File: src/rtl/envelope_pkg.sv
// envelope_pkg
// Shared constants and types for the envelope follower:
//   - gate FSM state encoding (2 bits)
//   - level width (8) and stepping accumulator width (9, carry in the MSB)
//   - rectify slice constants and the rectify helper
package envelope_pkg;

    localparam int SAMPLE_W = 16;
    localparam int LEVEL_W  = 8;
    localparam int ACC_W    = 9;
    localparam int RECT_MSB = 14;
    localparam int RECT_LSB = 7;

    typedef enum logic [1:0] {
        GATE_OFF  = 2'd0,
        GATE_ON   = 2'd1,
        GATE_HOLD = 2'd2
    } gate_state_e;

    // Magnitude of a signed sample, with -32768 saturated to 32767 so the
    // result always fits in 15 bits; the top 8 of those bits are the target.
    function automatic logic [LEVEL_W-1:0] rectify(input logic [SAMPLE_W-1:0] s);
        logic [SAMPLE_W-1:0] mag;
        if (s[SAMPLE_W-1]) begin
            if (s == 16'h8000) begin
                mag = 16'h7FFF;
            end else begin
                mag = ~s + 16'd1;
            end
        end else begin
            mag = s;
        end
        return mag[RECT_MSB:RECT_LSB];
    endfunction

endpackage

File: src/rtl/envelope_follower_rate_stepper.sv
// rate_stepper
// Fractional rate stepper: on each strobe with a direction request, adds the
// rate to an 8-bit accumulator; the carry out becomes a one-level step.
// The accumulator restarts from 0 whenever the direction request differs
// from the previous strobe's (including "no movement").
// Ports:
//   clk, rst_n  clock, async active-low reset
//   rate        8-bit step rate (0 = frozen, 255 = fastest)
//   up, down    direction request for this strobe (mutually exclusive)
//   strobe      sample strobe; state only changes when high
//   step        combinational: move level by one this strobe
module rate_stepper
    import envelope_pkg::*;
(
    input  logic               clk,
    input  logic               rst_n,
    input  logic [LEVEL_W-1:0] rate,
    input  logic               up,
    input  logic               down,
    input  logic               strobe,
    output logic               step
);

    logic [LEVEL_W-1:0] acc_q, acc_d;
    logic [1:0]         dir_q, dir_d;
    logic [1:0]         dir_now;
    logic [LEVEL_W-1:0] acc_base;
    logic [ACC_W-1:0]   sum;

    always_comb begin
        dir_now  = {up, down};
        acc_base = (dir_now == dir_q) ? acc_q : '0;
        sum      = {1'b0, acc_base} + {1'b0, rate};
        acc_d    = acc_q;
        dir_d    = dir_q;
        step     = 1'b0;
        if (strobe) begin
            if (up ^ down) begin
                acc_d = sum[LEVEL_W-1:0];
                dir_d = dir_now;
                step  = sum[ACC_W-1];
            end else begin
                acc_d = '0;
                dir_d = 2'b00;
            end
        end
    end

    always_ff @(posedge clk or negedge rst_n) begin
        if (!rst_n) begin
            acc_q <= '0;
            dir_q <= 2'b00;
        end else begin
            acc_q <= acc_d;
            dir_q <= dir_d;
        end
    end

endmodule

File: src/rtl/envelope_follower.sv
// envelope_follower
// Tracks the rectified amplitude of a strobed audio stream with separate
// attack/release rates, and derives a hysteretic gate with a hold-off count.
// Ports:
//   clk, rst_n     clock, async active-low reset
//   sample_strobe  one-clk pulse qualifying sample_in
//   sample_in      signed 16-bit sample
//   attack         rise rate (0 freezes rise)
//   release_rate   fall rate (0 freezes fall)
//   thr_on         gate-on threshold
//   thr_off        gate-off threshold (effective value is min(thr_off, thr_on))
//   hold           strobes below the off threshold tolerated before gate drops
//   level          registered envelope level
//   gate           registered gate
//   level_valid    one-clk pulse one clk after each strobe
//
// state     | meaning
// GATE_OFF  | gate low, waiting for level >= thr_on
// GATE_ON   | gate high, level at or above the off threshold
// GATE_HOLD | gate high, level below the off threshold, counting strobes
module envelope_follower
    import envelope_pkg::*;
(
    input  logic                clk,
    input  logic                rst_n,
    input  logic                sample_strobe,
    input  logic [SAMPLE_W-1:0] sample_in,
    input  logic [LEVEL_W-1:0]  attack,
    input  logic [LEVEL_W-1:0]  release_rate,
    input  logic [LEVEL_W-1:0]  thr_on,
    input  logic [LEVEL_W-1:0]  thr_off,
    input  logic [LEVEL_W-1:0]  hold,
    output logic [LEVEL_W-1:0]  level,
    output logic                gate,
    output logic                level_valid
);

    gate_state_e        state_q, state_d;
    logic [LEVEL_W-1:0] level_q, level_d;
    logic [LEVEL_W-1:0] cnt_q, cnt_d;
    logic               gate_q, gate_d;
    logic               level_valid_q, level_valid_d;

    logic [LEVEL_W-1:0] target;
    logic [LEVEL_W-1:0] off_thr;
    logic [LEVEL_W-1:0] rate;
    logic               up, down, step;

    // Level only moves one count per strobe, and only toward the target,
    // so it can neither overshoot nor wrap.
    always_comb begin
        target = rectify(sample_in);
        up     = (target > level_q);
        down   = (target < level_q);
        rate   = up ? attack : release_rate;
    end

    rate_stepper u_rate_stepper (
        .clk    (clk),
        .rst_n  (rst_n),
        .rate   (rate),
        .up     (up),
        .down   (down),
        .strobe (sample_strobe),
        .step   (step)
    );

    always_comb begin
        level_d = level_q;
        if (sample_strobe && step) begin
            if (up) begin
                level_d = level_q + 8'd1;
            end else begin
                level_d = level_q - 8'd1;
            end
        end
        level_valid_d = sample_strobe;
    end

    // Gate decisions use the level as it stood before this strobe's update.
    always_comb begin
        off_thr = (thr_off < thr_on) ? thr_off : thr_on;
        state_d = state_q;
        cnt_d   = cnt_q;
        if (sample_strobe) begin
            case (state_q)
                GATE_OFF: begin
                    if (level_q >= thr_on) begin
                        state_d = GATE_ON;
                    end
                end
                GATE_ON: begin
                    if (level_q < off_thr) begin
                        state_d = GATE_HOLD;
                        cnt_d   = '0;
                    end
                end
                GATE_HOLD: begin
                    if (level_q >= thr_on) begin
                        state_d = GATE_ON;
                    end else if (level_q >= off_thr) begin
                        cnt_d = '0;
                    end else begin
                        cnt_d = cnt_q + 8'd1;
                        // >= also covers hold=0 and hold lowered mid-count
                        if (cnt_d >= hold) begin
                            state_d = GATE_OFF;
                            cnt_d   = '0;
                        end
                    end
                end
                default: begin
                    state_d = GATE_OFF;
                    cnt_d   = '0;
                end
            endcase
        end
        gate_d = (state_d != GATE_OFF);
    end

    always_ff @(posedge clk or negedge rst_n) begin
        if (!rst_n) begin
            state_q       <= GATE_OFF;
            level_q       <= '0;
            cnt_q         <= '0;
            gate_q        <= 1'b0;
            level_valid_q <= 1'b0;
        end else begin
            state_q       <= state_d;
            level_q       <= level_d;
            cnt_q         <= cnt_d;
            gate_q        <= gate_d;
            level_valid_q <= level_valid_d;
        end
    end

    assign level       = level_q;
    assign gate        = gate_q;
    assign level_valid = level_valid_q;

endmodule
File: config.mk
export PLATFORM = sky130hd
export DESIGN_NAME = envelope_follower
export DESIGN_NICKNAME = d
export VERILOG_FILES = /design/src/rtl/envelope_pkg.sv /design/src/rtl/envelope_follower_rate_stepper.sv /design/src/rtl/envelope_follower.sv
export SDC_FILE = /design/constraint.sdc
export NUM_CORES = 1
export LEC_CHECK = 0
export CAP_MARGIN = 10
export CORE_ASPECT_RATIO = 1.4
export CORE_MARGIN = 4
export CORE_UTILIZATION = 49
export CTS_BUF_LIST = sky130_fd_sc_hd__clkbuf_4
export DETAILED_ROUTE_END_ITERATION = 16
export PLACE_DENSITY = 0.8
export SYNTH_ARGS = -nofsm -noshare
export SYNTH_HDL_FRONTEND = slang
export SYNTH_SLANG_ARGS = --single-unit
File: constraint.sdc
create_clock -name clk -period 3.6 [get_ports clk]
set_input_delay 0.72 -clock clk [delete_from_list [all_inputs] [get_ports clk]]
set_output_delay 0.72 -clock clk [all_outputs]
set_load 0.01 [all_outputs]
### Word level (Yosys, flattened, before mapping)

Cells that the tools add are included.

* add/sub/neg operators: 5
* $lt $le $gt $ge: 7
* equal/unequal tests: 6
* mux-type cells: 22
* bitwise operators: 3
* reductions and logical operators: 4

Operators by type and width (count)
* 2-to-1 mux 8 bit: 9
* 2-to-1 mux 15 bit: 2
* >= comparator 8 bit: 3
* less-than comparator 8 bit: 3
* case mux 8 bit (3 select lines): 1
* adder 8 x 1 -> 8 bit, second input constant: 2
* == test 16 bit, second input constant: 1
* adder 15 x 1 -> 15 bit, second input constant: 1
* inverter 15 bit: 1
* 2-to-1 mux 2 bit: 7
* adder 8 x 8 -> 9 bit: 1
* greater-than comparator 8 bit: 1
* subtractor 8 x 1 -> 8 bit, second input constant: 1
* case mux 2 bit (3 select lines): 1
* inequality test 2 bit, second input constant: 2
* AND reduction 4 bit: 1
* == test 2 x 1 -> 1 bit, second input constant: 1
* == test 2 bit: 1
* == test 2 bit, second input constant: 1
* logical NOT 2 bit: 1
* 2-to-1 mux 1 bit: 2
* nonzero test 2 bit: 1
* logical AND 1 bit: 1
* inverter 1 bit: 1
* XOR 1 bit: 1

* flip-flop bits (word level): 30
* input bits: 59
* output and inout port bits: 10
* word-level logic and storage cells: 54

### Depth between registers and ports, before layout

* depth in word-level cells: 11
* depth in mapped cells: 24
* depth with buffers taken out: 22

### Hierarchy

From an unflattened synthesis, not the netlist that was laid out.

* cells, all modules: 405
* area total of the unflattened synthesis: 3402.0 um^2

By module, submodules not included
* envelope_follower: instances 1, cells each 313, area each 2562.5 um^2, seq. area each 500.5 um^2
* rate_stepper: instances 1, cells each 92, area each 839.6 um^2, seq. area each 250.2 um^2

### Worst setup path after synthesis

Ideal clock, no wire load.

* path kind: in2reg
* from: input port sample_in[4]
* to: register level_q[1], in the netlist level[1]
* library setup time: 0.126 ns
* data arrival time: 4.942 ns
* required time: 3.474 ns
* slack: -1.468 ns
* stages: 22
* path buffers: 2
* cells stage by stage: nor4_1 nand3_1 or3_1 nor2_1 nand3b_1 and2_1 ha_1 nor2b_1 o211ai_1 a211o_1 and2_1 buf_2 mux2_2 ha_1 inv_1 fa_1 nand2b_1 a21oi_1 o21ai_0 a211oi_4 buf_6 o21ai_0

* cells in the longest elaborated chain, start to end: 11
* elaborated cells between the ends (all ways): 16
* classes of those cells: add/sub (2); order compare (2); eq/ne (2); mux (7); bitwise (2); reduce/logical (1)

RTL lines
* from (decl): line envelope_follower.sv:27 `input logic [SAMPLE_W-1:0] sample_in,`
* inverter 15 bit: line envelope_pkg.sv:28 `mag = ~s + 16'd1;`
* adder 15 x 1 -> 15 bit: line envelope_pkg.sv:28
* 2-to-1 mux 15 bit (*): line envelope_pkg.sv:25 `if (s == 16'h8000) begin`
* 2-to-1 mux 15 bit (*): line envelope_pkg.sv:24 `if (s[SAMPLE_W-1]) begin`
* less-than comparator 8 bit or greater-than comparator 8 bit (tied branches): line envelope_follower.sv:54, envelope_follower.sv:53
* == test 2 bit: line envelope_follower_rate_stepper.sv:32 `acc_base = (dir_now == dir_q) ? acc_q : '0;`
* 2-to-1 mux 8 bit: line envelope_follower_rate_stepper.sv:32
* adder 8 x 8 -> 9 bit: line envelope_follower_rate_stepper.sv:33 `sum = {1'b0, acc_base} + {1'b0, rate};`
* 2-to-1 mux 1 bit: line envelope_follower_rate_stepper.sv:38 `if (up ^ down) begin`
* 2-to-1 mux 1 bit: line envelope_follower_rate_stepper.sv:37 `if (strobe) begin`
* logical AND 1 bit: line envelope_follower.sv:70 `if (sample_strobe && step) begin`
* to (signal assigned): line envelope_follower.sv:130 `level_q <= level_d;`
* to (decl): line envelope_follower.sv:39 `logic [LEVEL_W-1:0] level_q, level_d;`

Mark *: on every way between the ends. The rest lies on a longest branch, timed or not.
A chain may end at the register's enable or synchronous reset.

### Final worst setup path

* from: input port sample_in[4]
* to: register level_q[3], in the netlist level[3]

Same word-level chain as after synthesis.

==> impl_results.md <==
- Max Freq: 203 MHz
- HP Class: reg2reg
- Initial antenna violation count: 1
- Seq/Total Area, Yosys: roughly 22%
- Detailed Route WL: 11500 um
- FP Rows: 35
- RR Endpoint: level[3]
- Core Region: about 6600 um^2
- Via/cell ratio: about 5.7
- H-tree depth: 2
- Multi-input gate area: 2900 um^2
- Async S/R FF share, synth: 100%
- Root buffer selected by CTS: clkbuf_4
- Total track usage: 25.7%
- Syn Nets: ~510
- Critical Path Fanout Max: 8
- Critical hold path startpoint: u_rate_stepper.acc_q[3]
- DRC: 0
- Worst Tran Pin Value: 601 ps
- EDFF count, synth: 0
- Routability congestion estimate: between 0.8 and 0.9
- Share of layout cells above drive strength 1: a little under two fifths
- Peak VDD IR: approximately 540 uV
- Area leader, netlist: dfrtp_1
- Port bufs: between 60 and 70
- Slew HR: 59.7%
- Clock tree buffer depth: 2
- Cell area after layout: approximately 5500 um^2
- Layout Nets: slightly below 700
- Power density over cell area: between 700 and 800 nW/um^2
- Unrepaired setup endpoints after global routing: true
- Final Critical Period: just under 5000 ps
- Post-placement setup slack: -1900 ps
- Worst Reg-to-Reg Cells: 18
- Crit path max-delay family: simple AND/OR/NAND/NOR gates
- Worst Path Buf+Inv: 3
- CP Launch Type: primary input
- Final core utilization: roughly 80%
- Worst Setup End Kind: register
- Pin count of the biggest net entering global routing: 31
- Worst EP required: around 3900 ps
- FF/Latch Area: roughly 750 um^2
- Clock skew: approximately 20 ps
- Placed inst area: a little under 5000 um^2
- Hold Slack: between 400 and 500 ps
- Final setup margin: -1330 ps
- Final Hold Violating Endpoints: 0
- Slowest cell on crit path: or3_4
- Hold Path Stages: 1
- Clk sinks: 30
- CP arrival: 5210 ps
- First-pass GRT wire length: ~17000 um
- CP peak stage delay: ~360 ps
- Die H: 106 um
- Fillers: 378
- Failing checks: negative setup slack
- Die area: 8240 um^2
- IO Pins: 69
- DR vias: ~3800
- Setup CP Type: in2reg
- Max Cap Viol: 0
- DRT Pass-1 Iters: 4
- TritonCTS Buffers: 5
- Drt wl/cell: about 17 um
- Unique cell type count in the Yosys netlist: between 50 and 60
- Mapped Area: around 3300 um^2
- DP Wirelength: ~7500 um
- Pleak: approximately 2.6 nW
- Initial core utilization: between 50% and 60%
- Gr ovfl total: 0
- Number of synthesized register bits: 30
- Outcome: finished, violations left
- Setup_tns: -17580 ps
- Die X: roughly 80 um
- Most area-consuming cells after synthesis: dfrtp_1 (22%), ha_1 (20%), inv_1 (4.3%)
- DRT iter0 DRCs: around 200
- Final Cycle Share: 137%
- Share of the synthesized area in the top cell type: about 22%
- Synth warn: 0
- Antenna Nets Post-Route: 0
- Final setup violation count: 16
- Pins over their slew limit: 0
- P&R area growth vs syn: 62.7%
- Latest clock arrival within the worst-skew pair: approximately 360 ps
- Worst reg2reg startpoint: level[7]
- Vias in the first global route: roughly 4000
- Worst Hold End: u_rate_stepper.acc_q[3]
- R2R Setup Slk: -180 ps
- Worst-path cell chain: buf_6 -> nor4_4 -> nand3_1 -> or3_4 -> nor2_4 -> nand3b_1 -> nand2_2 -> ha_4 -> nor2b_4 -> o211ai_1 -> a21o_1 -> a21o_1 -> and4b_1 -> and2_4 -> ha_4 -> inv_2 -> fa_2 -> nand2b_4 -> a21oi_4 -> o21ai_4 -> a211oi_4 -> buf_6 -> nand2_2 -> o21ai_2
- Main synth FF type: dfrtp_1
- CTS tree: built
- Avg Inst Size Synth: around 8.5 um^2
- Synth Instances: between 300 and 400
- Clock transition at path regs: around 120 ps
[how the worst max path moves through the flow]
stage                    end    startpoint  cells after the start
CTS                 level[4]  sample_in[4]                     24
global placement    level[3]  sample_in[2]                     23
global route        level[3]  sample_in[4]                     24
detailed placement  level[3]  sample_in[2]                     22
finish              level[3]  sample_in[4]                     24
floorplan           level[3]  sample_in[2]                     24
[what timing repair did]
item / in CTS / in global routing
setup buffers: 11 / 10
hold buffers: 0 / 0
setup endpoints to repair: 28 / 27
gates cloned: 0 / 0
pin swaps: 43 / 33
gates resized for setup: 95 / 61
[metal layers]
layer	global-route usage, %	wire length, um
met1	24.9	4270
met5	0	0
met4	13.7	444
met2	50.7	6270
met3	3.59	464
[power breakdown]
part | switching (mW) | internal [mW] | total, mW
logic | 1.62 | 1.73 | 3.36
registers | 0.105 | 0.464 | 0.569
clock network | 0.139 | 0.0725 | 0.212
[layout make-up]
cell class,count,area share [%]
inverter,39,2.73
tap,92,2.11
timing repair buffer,169,27.1
multi-input combinational,317,53.3
clock buffer,5,0.689
antenna,1,0.0459
clock inverter,3,0.298
sequential,30,13.8
[synth_stat cells, types with 2 or more instances]
| cell | instances |
|---|---|
| and3_1 | 6 |
| o2bb2ai_1 | 2 |
| a2111o_1 | 2 |
| buf_4 | 2 |
| nand4_1 | 4 |
| o31ai_1 | 7 |
| xnor2_1 | 12 |
| fa_1 | 2 |
| nand3_1 | 17 |
| xor2_1 | 11 |
| mux2i_1 | 9 |
| o21ai_0 | 25 |
| inv_1 | 38 |
| a211o_1 | 2 |
| clkbuf_1 | 2 |
| a31oi_1 | 3 |
| o21ai_1 | 3 |
| nor3_1 | 7 |
| o21a_1 | 2 |
| nor2_1 | 16 |
| a21o_1 | 7 |
| nand2b_1 | 9 |
| dfrtp_1 | 30 |
| o41ai_1 | 3 |
| o211ai_1 | 5 |
| a21oi_1 | 24 |
| and2_1 | 12 |
| a22o_1 | 3 |
| o21bai_1 | 2 |
| buf_2 | 2 |
| ha_1 | 54 |
| mux2_2 | 8 |
| nor4_1 | 3 |
| nor2b_1 | 6 |
| nand2_1 | 33 |
[cell families after synthesis]
logic type                 count (synthesis)  synth area share (%)
AOI/OAI and AO/OA                        101                  20.6
xor gates and xnor gates                  23                  6.01
adders and majority gates                 56                  21.4
buffers and inverters                     47                  5.83
DFF                                       30                  22.4
muxes                                     18                  5.83
and+or+nand+nor                          119                  18.0
[flip-flops by register name, indices dropped and copies added (netlist names)]
register              count
u_rate_stepper.dir_q      2
cnt_q                     8
u_rate_stepper.acc_q      8
state_q                   2
level                     8
gate                      1
level_valid               1
[through the flow]
stage          cells  power [mW]
2_1_floorplan    394        2.11
3_3_place_gp     628        3.07
3_5_place_dp     628        3.20
4_1_cts          646        3.72
5_1_grt          656        4.42
6_report         656        4.14
[cell usage in the layout, fill, tap and decap left out, types with 5 or more instances in the layout]
| cell | netlist | layout |
|---|---|---|
| dfrtp_1 | 30 | 30 |
| ha_4 | 0 | 11 |
| mux2i_1 | 9 | 9 |
| buf_6 | 1 | 18 |
| clkdlybuf4s15_1 | 0 | 6 |
| o21ai_0 | 25 | 11 |
| dlymetal6s2s_1 | 0 | 5 |
| xor2_1 | 11 | 10 |
| and3_1 | 6 | 5 |
| buf_4 | 2 | 87 |
| o211ai_1 | 5 | 5 |
| mux2_2 | 8 | 6 |
| nand3_1 | 17 | 14 |
| and2_4 | 0 | 5 |
| clkdlybuf4s50_1 | 0 | 44 |
| a21o_1 | 7 | 7 |
| o31ai_1 | 7 | 5 |
| nand2_1 | 33 | 27 |
| a21oi_2 | 0 | 7 |
| a21oi_1 | 24 | 15 |
| o21ai_1 | 3 | 8 |
| ha_1 | 54 | 41 |
| o21ai_2 | 1 | 8 |
| inv_1 | 38 | 33 |
| xnor2_1 | 12 | 9 |
| clkbuf_4 | 0 | 5 |
| nor2_1 | 16 | 13 |
| and2_1 | 12 | 7 |
| nand2b_1 | 9 | 6 |
| nand2_2 | 0 | 6 |
(Power assumes the default switching activity.)
